===== src/rtl/if_hart_fetch.sv =====
// Multi-hart instruction fetch stage: per-hart PC/active table, round-robin
// hart select, I-mem request/ready handshake and the IF/ID pipeline register.

// One PC table entry: PC register plus active bit for a single hart.
module if_hart_pc_entry #(
    parameter logic [31:0] RESET_PC  = 32'h0,
    parameter bit          RESET_ACT = 1'b0
) (
    input  logic        clk,
    input  logic        reset,
    input  logic        br_en,    // EX redirect targets this hart
    input  logic [31:0] br_addr,
    input  logic        st_en,    // start command targets this hart
    input  logic [31:0] st_pc,
    input  logic        kill_en,  // kill command targets this hart
    input  logic        inc_en,   // this hart's fetch was accepted
    output logic [31:0] pc,
    output logic        active
);
    // A start is honoured only for an idle hart that is not being killed in the same cycle.
    logic st_ok;
    assign st_ok = st_en & ~active & ~kill_en;

    // Active bit: kill beats start. PC: redirect > start > sequential +4.
    always_ff @(posedge clk) begin
        if (reset) begin
            pc     <= RESET_PC;
            active <= RESET_ACT;
        end else begin
            if (kill_en)    active <= 1'b0;
            else if (st_ok) active <= 1'b1;
            if (br_en)       pc <= br_addr;
            else if (st_ok)  pc <= st_pc;
            else if (inc_en) pc <= pc + 32'd4;
        end
    end
endmodule

module if_hart_fetch #(
    parameter int          HART_NUM     = 4,
    parameter int          HART_ID_W    = 2,
    parameter logic [31:0] RESET_VECTOR = 32'h0000_0000,
    parameter logic [31:0] NOP_INSN     = 32'h0000_0013
) (
    input  logic                 clk,
    input  logic                 reset,
    input  logic                 stall,
    input  logic                 flush,
    input  logic                 br_taken,
    input  logic [HART_ID_W-1:0] br_hart_id,
    input  logic [31:0]          br_addr,
    input  logic                 id_hstart,
    input  logic [HART_ID_W-1:0] id_hs_id,
    input  logic [31:0]          id_hs_pc,
    input  logic                 id_hkill,
    input  logic [HART_ID_W-1:0] id_set_hid,
    output logic                 imem_req,
    output logic [31:0]          imem_addr,
    input  logic                 imem_rdy,
    input  logic [31:0]          imem_rd_data,
    output logic [HART_NUM-1:0]  hart_active,
    output logic [31:0]          if_cur_pc,
    output logic [31:0]          if_pc,
    output logic [31:0]          if_insn,
    output logic                 if_en,
    output logic [HART_ID_W-1:0] if_hart_id
);
    typedef struct packed {
        logic                 en;
        logic [HART_ID_W-1:0] hid;
        logic [31:0]          cur_pc;
        logic [31:0]          nxt_pc;
        logic [31:0]          insn;
    } ifid_t;

    logic [HART_NUM-1:0][31:0] pc_tab;
    logic [HART_ID_W-1:0]      rr_ptr;
    logic [HART_ID_W-1:0]      sel;
    logic [HART_ID_W-1:0]      idx;
    logic                      found;
    logic                      any_act;
    logic                      kill_sel;
    logic                      accept;
    logic [31:0]               sel_pc;
    ifid_t                     ifid;

    genvar h;
    generate
        for (h = 0; h < HART_NUM; h++) begin : g_hart
            if_hart_pc_entry #(
                .RESET_PC  ((h == 0) ? RESET_VECTOR : 32'h0),
                .RESET_ACT (h == 0)
            ) u_entry (
                .clk     (clk),
                .reset   (reset),
                .br_en   (br_taken  && (br_hart_id == HART_ID_W'(h))),
                .br_addr (br_addr),
                .st_en   (id_hstart && (id_hs_id   == HART_ID_W'(h))),
                .st_pc   (id_hs_pc),
                .kill_en (id_hkill  && (id_set_hid == HART_ID_W'(h))),
                .inc_en  (accept    && (sel        == HART_ID_W'(h))),
                .pc      (pc_tab[h]),
                .active  (hart_active[h])
            );
        end
    endgenerate

    // Round-robin pick: first active hart at or after rr_ptr, wrapping mod HART_NUM.
    always_comb begin
        sel   = '0;
        idx   = '0;
        found = 1'b0;
        for (int k = 0; k < HART_NUM; k++) begin
            idx = rr_ptr + HART_ID_W'(k);
            if (!found && hart_active[idx]) begin
                sel   = idx;
                found = 1'b1;
            end
        end
    end

    assign any_act   = |hart_active;
    assign sel_pc    = pc_tab[sel];
    assign imem_req  = any_act & ~stall;
    assign imem_addr = any_act ? sel_pc : 32'h0;
    assign kill_sel  = id_hkill & (id_set_hid == sel);
    assign accept    = imem_req & imem_rdy & ~flush & ~kill_sel;

    // Pointer moves past the served hart only when its fetch is taken.
    always_ff @(posedge clk) begin
        if (reset)       rr_ptr <= '0;
        else if (accept) rr_ptr <= sel + HART_ID_W'(1);
    end

    // IF/ID register: load on accept, bubble otherwise (PC fields kept), hold on stall.
    always_ff @(posedge clk) begin
        if (reset) begin
            ifid <= '{en: 1'b0, hid: '0, cur_pc: 32'h0, nxt_pc: 32'h0, insn: NOP_INSN};
        end else if (!stall) begin
            if (accept) begin
                ifid <= '{en: 1'b1, hid: sel, cur_pc: sel_pc, nxt_pc: sel_pc + 32'd4,
                          insn: imem_rd_data};
            end else begin
                ifid.en   <= 1'b0;
                ifid.insn <= NOP_INSN;
            end
        end
    end

    assign if_en      = ifid.en;
    assign if_hart_id = ifid.hid;
    assign if_cur_pc  = ifid.cur_pc;
    assign if_pc      = ifid.nxt_pc;
    assign if_insn    = ifid.insn;
endmodule


===== config.mk =====
export PLATFORM = sky130hd
export DESIGN_NAME = if_hart_fetch
export DESIGN_NICKNAME = d
export VERILOG_FILES = /design/src/rtl/if_hart_fetch.sv
export SDC_FILE = /design/constraint.sdc
export NUM_CORES = 1
export LEC_CHECK = 0
export CAP_MARGIN = 30
export CORE_MARGIN = 4
export CORE_UTILIZATION = 50
export DETAILED_ROUTE_END_ITERATION = 10
export PLACE_DENSITY_LB_ADDON = 0.08
export SETUP_SLACK_MARGIN = 0.1
export SYNTH_ARGS = -nofsm -noshare
export SYNTH_HDL_FRONTEND = slang
export SYNTH_HIERARCHICAL = 1
export SYNTH_SLANG_ARGS = --single-unit

===== constraint.sdc =====
create_clock -name clk -period 4.6 [get_ports clk]
set_clock_uncertainty 0.1 [all_clocks]
set_input_delay 0.92 -clock clk [delete_from_list [all_inputs] [get_ports clk]]
set_output_delay 0.92 -clock clk [all_outputs]
set_load 0.01 [all_outputs]

==> flow_metrics.py, run 1 <==
metrics = {
    "status": {
        "outcome": "complete, no violations",
    },
    "min_path": {
        "hold_depth": 2,
        "hold_class": "reg2reg",
        "holdCritStartpoint": "if_cur_pc[24]$_SDFFE_PP0P_",
    },
    "power_and_ir_drop": {
        "p_total_uw": 6041,
        "leakagePower_uw": 0.007068,
        "ir_drop_mv": 0.2746,
        "switching_share_pct": 30.07,
        "power_frac_seq_pct": 37.9,
        "comb_power_share_pct": 18.5,
        "p_int_uw": 4225,
        "power.density_mw_per_mm2": 297.8,
        "switchingPower_uw": 1817,
        "clockPowerShare_pct": 43.5,
    },
    "critical_path": {
        "critPathMaxFanout": 32,
        "critPathRequiredTime_ps": 3580,
        "path_class": "reg2out",
        "worstSetupEndpointType": "primary output",
        "regToRegStartpoint": "rr_ptr[1]$_SDFFE_PP0P_",
        "critPathArrivalTime_ps": 3380,
        "setup.worst_path.start_class": "flip-flop",
        "r2r_cells": 13,
        "worstSetupStartpoint": "g_hart[2].u_entry/active$_SDFFE_PP0P_",
    },
    "detailed_routing": {
        "wire_per_inst_um": 24.89,
        "drcViolationCount": 0,
        "ant_nets": 0,
        "viasPerCell": 6.673,
        "totalWireLength_mm": 68.94,
        "drt_pass1_iterations": 6,
        "drtIter0Drc": 2183,
        "vias": 18480,
    },
    "yosys": {
        "synth-seq-area-share_pct": 28.37,
        "avgSynthCellArea_um2": 7.579,
        "syn_nets": 2270,
        "async_reset_ff_share_pct": 0,
        "synthCells": 2151,
        "synth_top_area_share_pct": 28.37,
        "synth.cell_area_mm2": 0.01630,
        "synthTopCellsByArea": "dfxtp_1 (28%), nor2_1 (6.4%), a21oi_1 (4.6%)",
        "synth_area_leader_cell": "dfxtp_1",
        "ys_types": 97,
        "synth-main-ff-cell": "dfxtp_1",
        "ys_seq_elements": 231,
        "ys_warn_count": 6,
        "synth_edf_count": 0,
    },
    "timing": {
        "finalCritPeriodShare_pct": 95.69,
        "slew_violations": 0,
        "fin_hold_ws_ps": 354.9,
        "worstMarginPinSlew_ps": 964.6,
        "clock.fmax_mhz": 227.2,
        "rsz0062_at_grt": "yes",
        "setup_viol_count_final": 0,
        "post-route-worst-setup-slack_ps": 198.5,
        "layout_min_cycle_time_ps": 4402,
        "max-slew-margin-rel_pct": 35.45,
        "timing.final.hold_violations": 0,
        "setup-tns-final_ps": 0,
    },
    "grt": {
        "antenna_found_initial": 0,
        "grt_pass1_wl_mm": 103.7,
        "grt_pass1_vias": 16840,
        "grt_max_degree": 101,
        "grtUsageTotal_pct": 36.77,
        "overflow": 0,
    },
    "clock_network": {
        "cts.clk_slew.worst_paths_ps": 60,
        "clock_latency_ps": 580,
        "cts_max_level": 1,
        "cts_made_buffers": 30,
        "cts_hold_buf": 0,
        "clockBufferDepth": 3,
        "cts_tree": "built",
        "clock_sinks": 231,
        "root_buffer": "clkbuf_16",
    },
    "placement": {
        "dp_hpwl_mm": 51.15,
        "routabilityCongestion": 0.9894,
        "place_ws_ps": 681.8,
        "numPortBuffers": 245,
    },
    "final_layout": {
        "fillers": 2862,
        "drive_above_1_share_pct": 10.67,
        "syn_to_final_growth_pct": 24.44,
        "nets": 2430,
    },
    "die": {
        "rows": 65,
        "die_y_um": 188.6,
        "die_w_um": 188.6,
        "ios": 246,
        "core-area_mm2": 0.03188,
        "dieArea_mm2": 0.03556,
        "start_util_pct": 51.14,
    },
    "flow_run": {
        "cap_violations": 0,
    },
}
==> per-layer routing <==
layer | up-vias | routed length (µm) | global-route usage, %
met3 | 268 | 6446 | 5.910
li1 | 8350 | - | -
met4 | 0 | 5305 | 21.50
met1 | 8725 | 26750 | 48.18
met5 | - | 0 | 0
met2 | 1140 | 30440 | 57.42
==> cell type report <==
class | instances | area [µm²] | share of cell area [%]
Sequential cell | 231 | 4627 | 22.81
Antenna cell | 1 | 2.502 | 0.01233
Clock buffer | 39 | 814.5 | 4.015
Timing Repair Buffer | 316 | 3058 | 15.07
Inverter | 51 | 193.9 | 0.9560
Tap cell | 435 | 544.3 | 2.683
Multi-Input combinational cell | 1681 | 10760 | 53.05
Clock inverter | 16 | 285.3 | 1.406
==> cells in the mapped netlist, types with 45 or more instances <==
| master | number |
|---|---|
| nor2_1 | 280 |
| clkbuf_1 | 109 |
| a211oi_1 | 79 |
| nand2_1 | 189 |
| and3_1 | 53 |
| o21ai_0 | 72 |
| a21oi_1 | 151 |
| nor3_1 | 62 |
| nand3_1 | 92 |
| inv_1 | 49 |
| nor4_1 | 45 |
| dfxtp_1 | 231 |
==> timing repair <==
action | CTS | global route
endpoints found under the setup margin | 3 | 26
pin swaps | 0 | 1
setup buffers | 0 | 4
gates resized for setup | 3 | 16
cloned | 0 | 1
==> power groups by stage <==
stage | Combinational [µW] | Clock, µW | Sequential [µW]
final | 1120 | 2630 | 2290
after global routing | 1200 | 2740 | 2290
after CTS | 1080 | 2650 | 2280
after detailed placement | 1080 | 0 | 2320
after global placement | 1060 | 0 | 2320
after floorplan | 617 | 0 | 2250
==> stage by stage <==
stage	cell area (µm²)	utilization [%]	cells
detailed placement	19010	59.62	2708
global route	20280	63.63	2769
floorplan	16300	-	2151
global placement	19010	59.62	2708
finish	20290	63.63	2770
CTS	20120	63.10	2763
==> critical path, cell delays in order (launching register included) <==
cell             delay [ps]
dfxtp_1                 360
nor2b_2                 190
buf_6                   170
or4b_4                  580
buf_12                  190
and3_1                  180
a211oi_1                360
or2_2                   220
nor2_1                   50
clkdlybuf4s50_1         490
==> layout by cell type, fill, tap and decap left out, drive strengths merged, types with 24 or more instances in the layout <==
cell type	instances
nor2	281
clkdlybuf4s50	243
dfxtp	231
nand2	190
a21oi	151
nand3	93
o21ai	88
a211oi	83
buf	70
nor3	66
nor4	63
nand4	57
and3	53
inv	52
clkbuf	41
nor3b	38
and2	34
a221oi	33
a22oi	33
a31oi	30
xnor2	26
nor2b	26
mux2i	24
or3	24
xor2	24
o31ai	24
==> cells by family after synthesis <==
family                   after synthesis  share of synthesized area, %
buffers and inverters                239                         6.508
AO/OA/AOI/OAI                        583                         25.63
AND/OR/NAND/NOR                     1009                         34.24
flip-flops                           231                         28.37
XOR/XNOR                              50                         2.686
multiplexers                          30                         1.888
adder cells (fa/ha/maj)                9                        0.6907
==> sequential cells by signal (all words and copies together) (netlist names) <==
name	count
g_hart.u_entry/pc	128
g_hart.u_entry/active	4
rr_ptr	2
if_hart_id	2
if_insn	32
if_en	1
if_cur_pc	32
if_pc	30
==> path summary, 6_finish.rpt <==
| path | endpoint | slack (ps) |
|---|---|---|
| min | if_cur_pc[24]$_SDFFE_PP0P_ | 350 |
| max reg2reg | g_hart[2].u_entry/pc[26]$_SDFFE_PP0P_ | 640 |
| max | imem_addr[22] | 200 |
| min reg2reg | if_cur_pc[24]$_SDFFE_PP0P_ | 350 |
Note: power is estimated with default switching activity, not from simulation.
==> run 2, diff against run 1 <==
Settings changed: DONT_BUFFER_PORTS from default to 1.
==> run 2 against run 1 <==
Effect of this change: via count is 7.5% lower; utilization is 9.1 points lower; cell count is 9.9% lower; sequential power hardly changed; maximum frequency hardly changed; flip-flop and latch count stayed put; global-route usage is 1.9 points lower; register-to-register slack worse by 70 ps; critical path depth is 2 lower; largest power group unchanged.
==> flow_metrics.py, run 2 (same netlist as run 1, synthesis figures left out) <==
metrics = {
    "critical_path": {
        "crit_top_cell": "buf_4",
        "critPathArrivalTime_ps": 3380,
        "critPathMaxFanout": 36,
        "crit_slowest_cell": "o32ai_1",
        "setup.worst_path.start_class": "flip-flop",
        "max_stage_delay_ps": 650,
        "worst-path-buf-inv": 2,
        "worstSetupEndpointType": "primary output",
        "crit_family": "simple AND/OR/NAND/NOR gates",
        "regToRegStartpoint": "g_hart[0].u_entry/active$_SDFFE_PP1P_",
        "rrSetupSlack_ps": 570,
        "worstReg2RegEnd": "if_pc[28]$_SDFFE_PP0P_",
        "critPathRequiredTime_ps": 3580,
        "r2r_cells": 9,
        "path_class": "reg2out",
        "cp_cell_sequence": "nor2b_2 > or4b_1 > buf_4 > buf_4 > and3_1 > o32ai_1 > nor2_1",
    },
    "final_layout": {
        "fillers": 3065,
        "nets": 2161,
        "largest_reg_flops": 128,
        "final_common_cell": "nor2_1",
        "largest-register": "g_hart.u_entry/pc",
        "layout_common_cells": "nor2_1 (279), dfxtp_1 (231), nand2_1 (189)",
        "syn_to_final_growth_pct": 6.554,
        "drive_above_1_share_pct": 10.33,
        "antenna_cells": 0,
    },
    "min_path": {
        "whs_endpoint": "g_hart[2].u_entry/pc[19]$_SDFFE_PP0P_",
        "hold_class": "in2reg",
        "hold_depth": 1,
        "holdCritStartpoint": "reset",
    },
    "power_and_ir_drop": {
        "leakagePower_uw": 0.005936,
        "p_int_uw": 3821,
        "switching_share_pct": 29.73,
        "switchingPower_uw": 1617,
        "ir_drop_mv": 0.2823,
        "clockPowerShare_pct": 43.6,
        "comb_power_share_pct": 14.2,
        "power_frac_seq_pct": 42.2,
        "power.density_mw_per_mm2": 313.0,
    },
    "flow_run": {
        "cap_violations": 0,
    },
    "placement": {
        "routabilityCongestion": 0.9941,
        "dp_hpwl_mm": 48.01,
        "place_ws_ps": 669.3,
        "numPortBuffers": 0,
    },
    "timing": {
        "post-route-worst-setup-slack_ps": 196.8,
        "setup-tns-final_ps": 0,
        "worstMarginPinSlew_ps": 1016,
        "setup_viol_count_final": 0,
        "layout_min_cycle_time_ps": 4403,
        "slew_violations": 0,
        "timing.final.hold_violations": 0,
        "finalCritPeriodShare_pct": 95.72,
        "max-slew-margin-rel_pct": 32.30,
        "clock.fmax_mhz": 227.1,
        "rsz0062_at_grt": "no",
    },
    "detailed_routing": {
        "ant_nets": 0,
        "drtIter0Drc": 2027,
        "viasPerCell": 6.851,
        "wire_per_inst_um": 26.41,
        "drcViolationCount": 0,
        "vias": 17100,
        "drt_pass1_iterations": 6,
        "totalWireLength_mm": 65.91,
    },
    "clock_network": {
        "post-cts-setup-buffers": 0,
        "clock_latency_ps": 560,
        "root_buffer": "clkbuf_16",
        "cts_hold_buf": 0,
        "cts.clk_slew.worst_paths_ps": 60,
        "cts-resized-gates": 0,
        "cts_max_level": 1,
        "cts_tree": "built",
        "cts_made_buffers": 28,
        "clock_sinks": 231,
        "clockBufferDepth": 3,
    },
    "grt": {
        "overflow": 0,
        "antenna_found_initial": 1,
        "grt_pass1_vias": 15370,
        "grt_pass1_wl_mm": 97.59,
        "grtUsageTotal_pct": 34.82,
        "grt_max_degree": 245,
    },
    "status": {
        "outcome": "complete, no violations",
    },
    "die": {
        "die_y_um": 188.6,
        "ios": 246,
        "die_w_um": 188.6,
        "core-area_mm2": 0.03188,
        "dieArea_mm2": 0.03556,
        "rows": 65,
        "start_util_pct": 51.14,
    },
}
-- run 2: area by class of cell --
cell class / instances / area (µm²) / share of cell area [%]
clock buffers: 37 / 795.8 / 4.581
clock inverters: 12 / 166.4 / 0.9579
inverters: 51 / 191.4 / 1.102
multi-input cells: 1681 / 10680 / 61.49
flip-flops and latches: 231 / 4624 / 26.62
well taps: 435 / 544.3 / 3.133
repair buffers: 49 / 367.9 / 2.118
-- run 2: power groups by stage --
stage                     combinational [µW]  sequential (µW)  clock, µW
final                                    770             2300       2370
after global routing                     838             2300       2470
after CTS                                758             2290       2390
after detailed placement                 753             2330          0
after global placement                   741             2330          0
after floorplan                          617             2250          0
-- run 2: per-layer routing --
metal / wire length (µm) / share of wire, % / vias to the layer above / global-route usage, %
met5: 0 / 0 / - / 0
met4: 4938 / 7.5 / 0 / 20.32
met3: 5525 / 8.4 / 215 / 5.558
met2: 29350 / 45 / 924 / 54.46
met1: 26100 / 40 / 8166 / 45.60
li1: - / - / 7794 / -
-- run 2: worst reg2reg max path: cells and delay by family, from the launching register on --
family                 cells  cell delay [ps]
DFF                        1              590
and+or+nand+nor            5             1770
AOI/OAI and AO/OA          3             1000
buffers and inverters      1              460
-- run 2: worst max-delay path by stage --
stage / slack, ps / startpoint / cells past startpoint / end
floorplan: 470 / g_hart[2].u_entry/active$_SDFFE_PP0P_ / 16 / g_hart[0].u_entry/pc[31]$_SDFFE_PP0P_
global placement: 750 / g_hart[0].u_entry/active$_SDFFE_PP1P_ / 9 / if_pc[27]$_SDFFE_PP0P_
detailed placement: 670 / g_hart[0].u_entry/active$_SDFFE_PP1P_ / 9 / if_pc[28]$_SDFFE_PP0P_
CTS: 190 / g_hart[0].u_entry/active$_SDFFE_PP1P_ / 7 / imem_addr[29]
global route: 100 / g_hart[0].u_entry/active$_SDFFE_PP1P_ / 7 / imem_addr[29]
finish: 200 / g_hart[0].u_entry/active$_SDFFE_PP1P_ / 7 / imem_addr[29]
-- run 2: stage by stage --
stage	hold slack, ps	total power [µW]	utilization [%]	cells	cell area, µm²
global placement	376.6	3073	51.47	2447	16410
global route	337.4	5612	54.49	2496	17370
CTS	351.6	5434	54.49	2496	17370
floorplan	356.2	2865	-	2151	16300
detailed placement	376.5	3084	51.47	2447	16410
finish	378.5	5438	54.49	2496	17370
==> run 3, diff against run 2 <==
Settings changed: DONT_BUFFER_PORTS 1 to default.
==> results of run 3 <==
Final layout, timing and power as in run 1 (identical DEF).
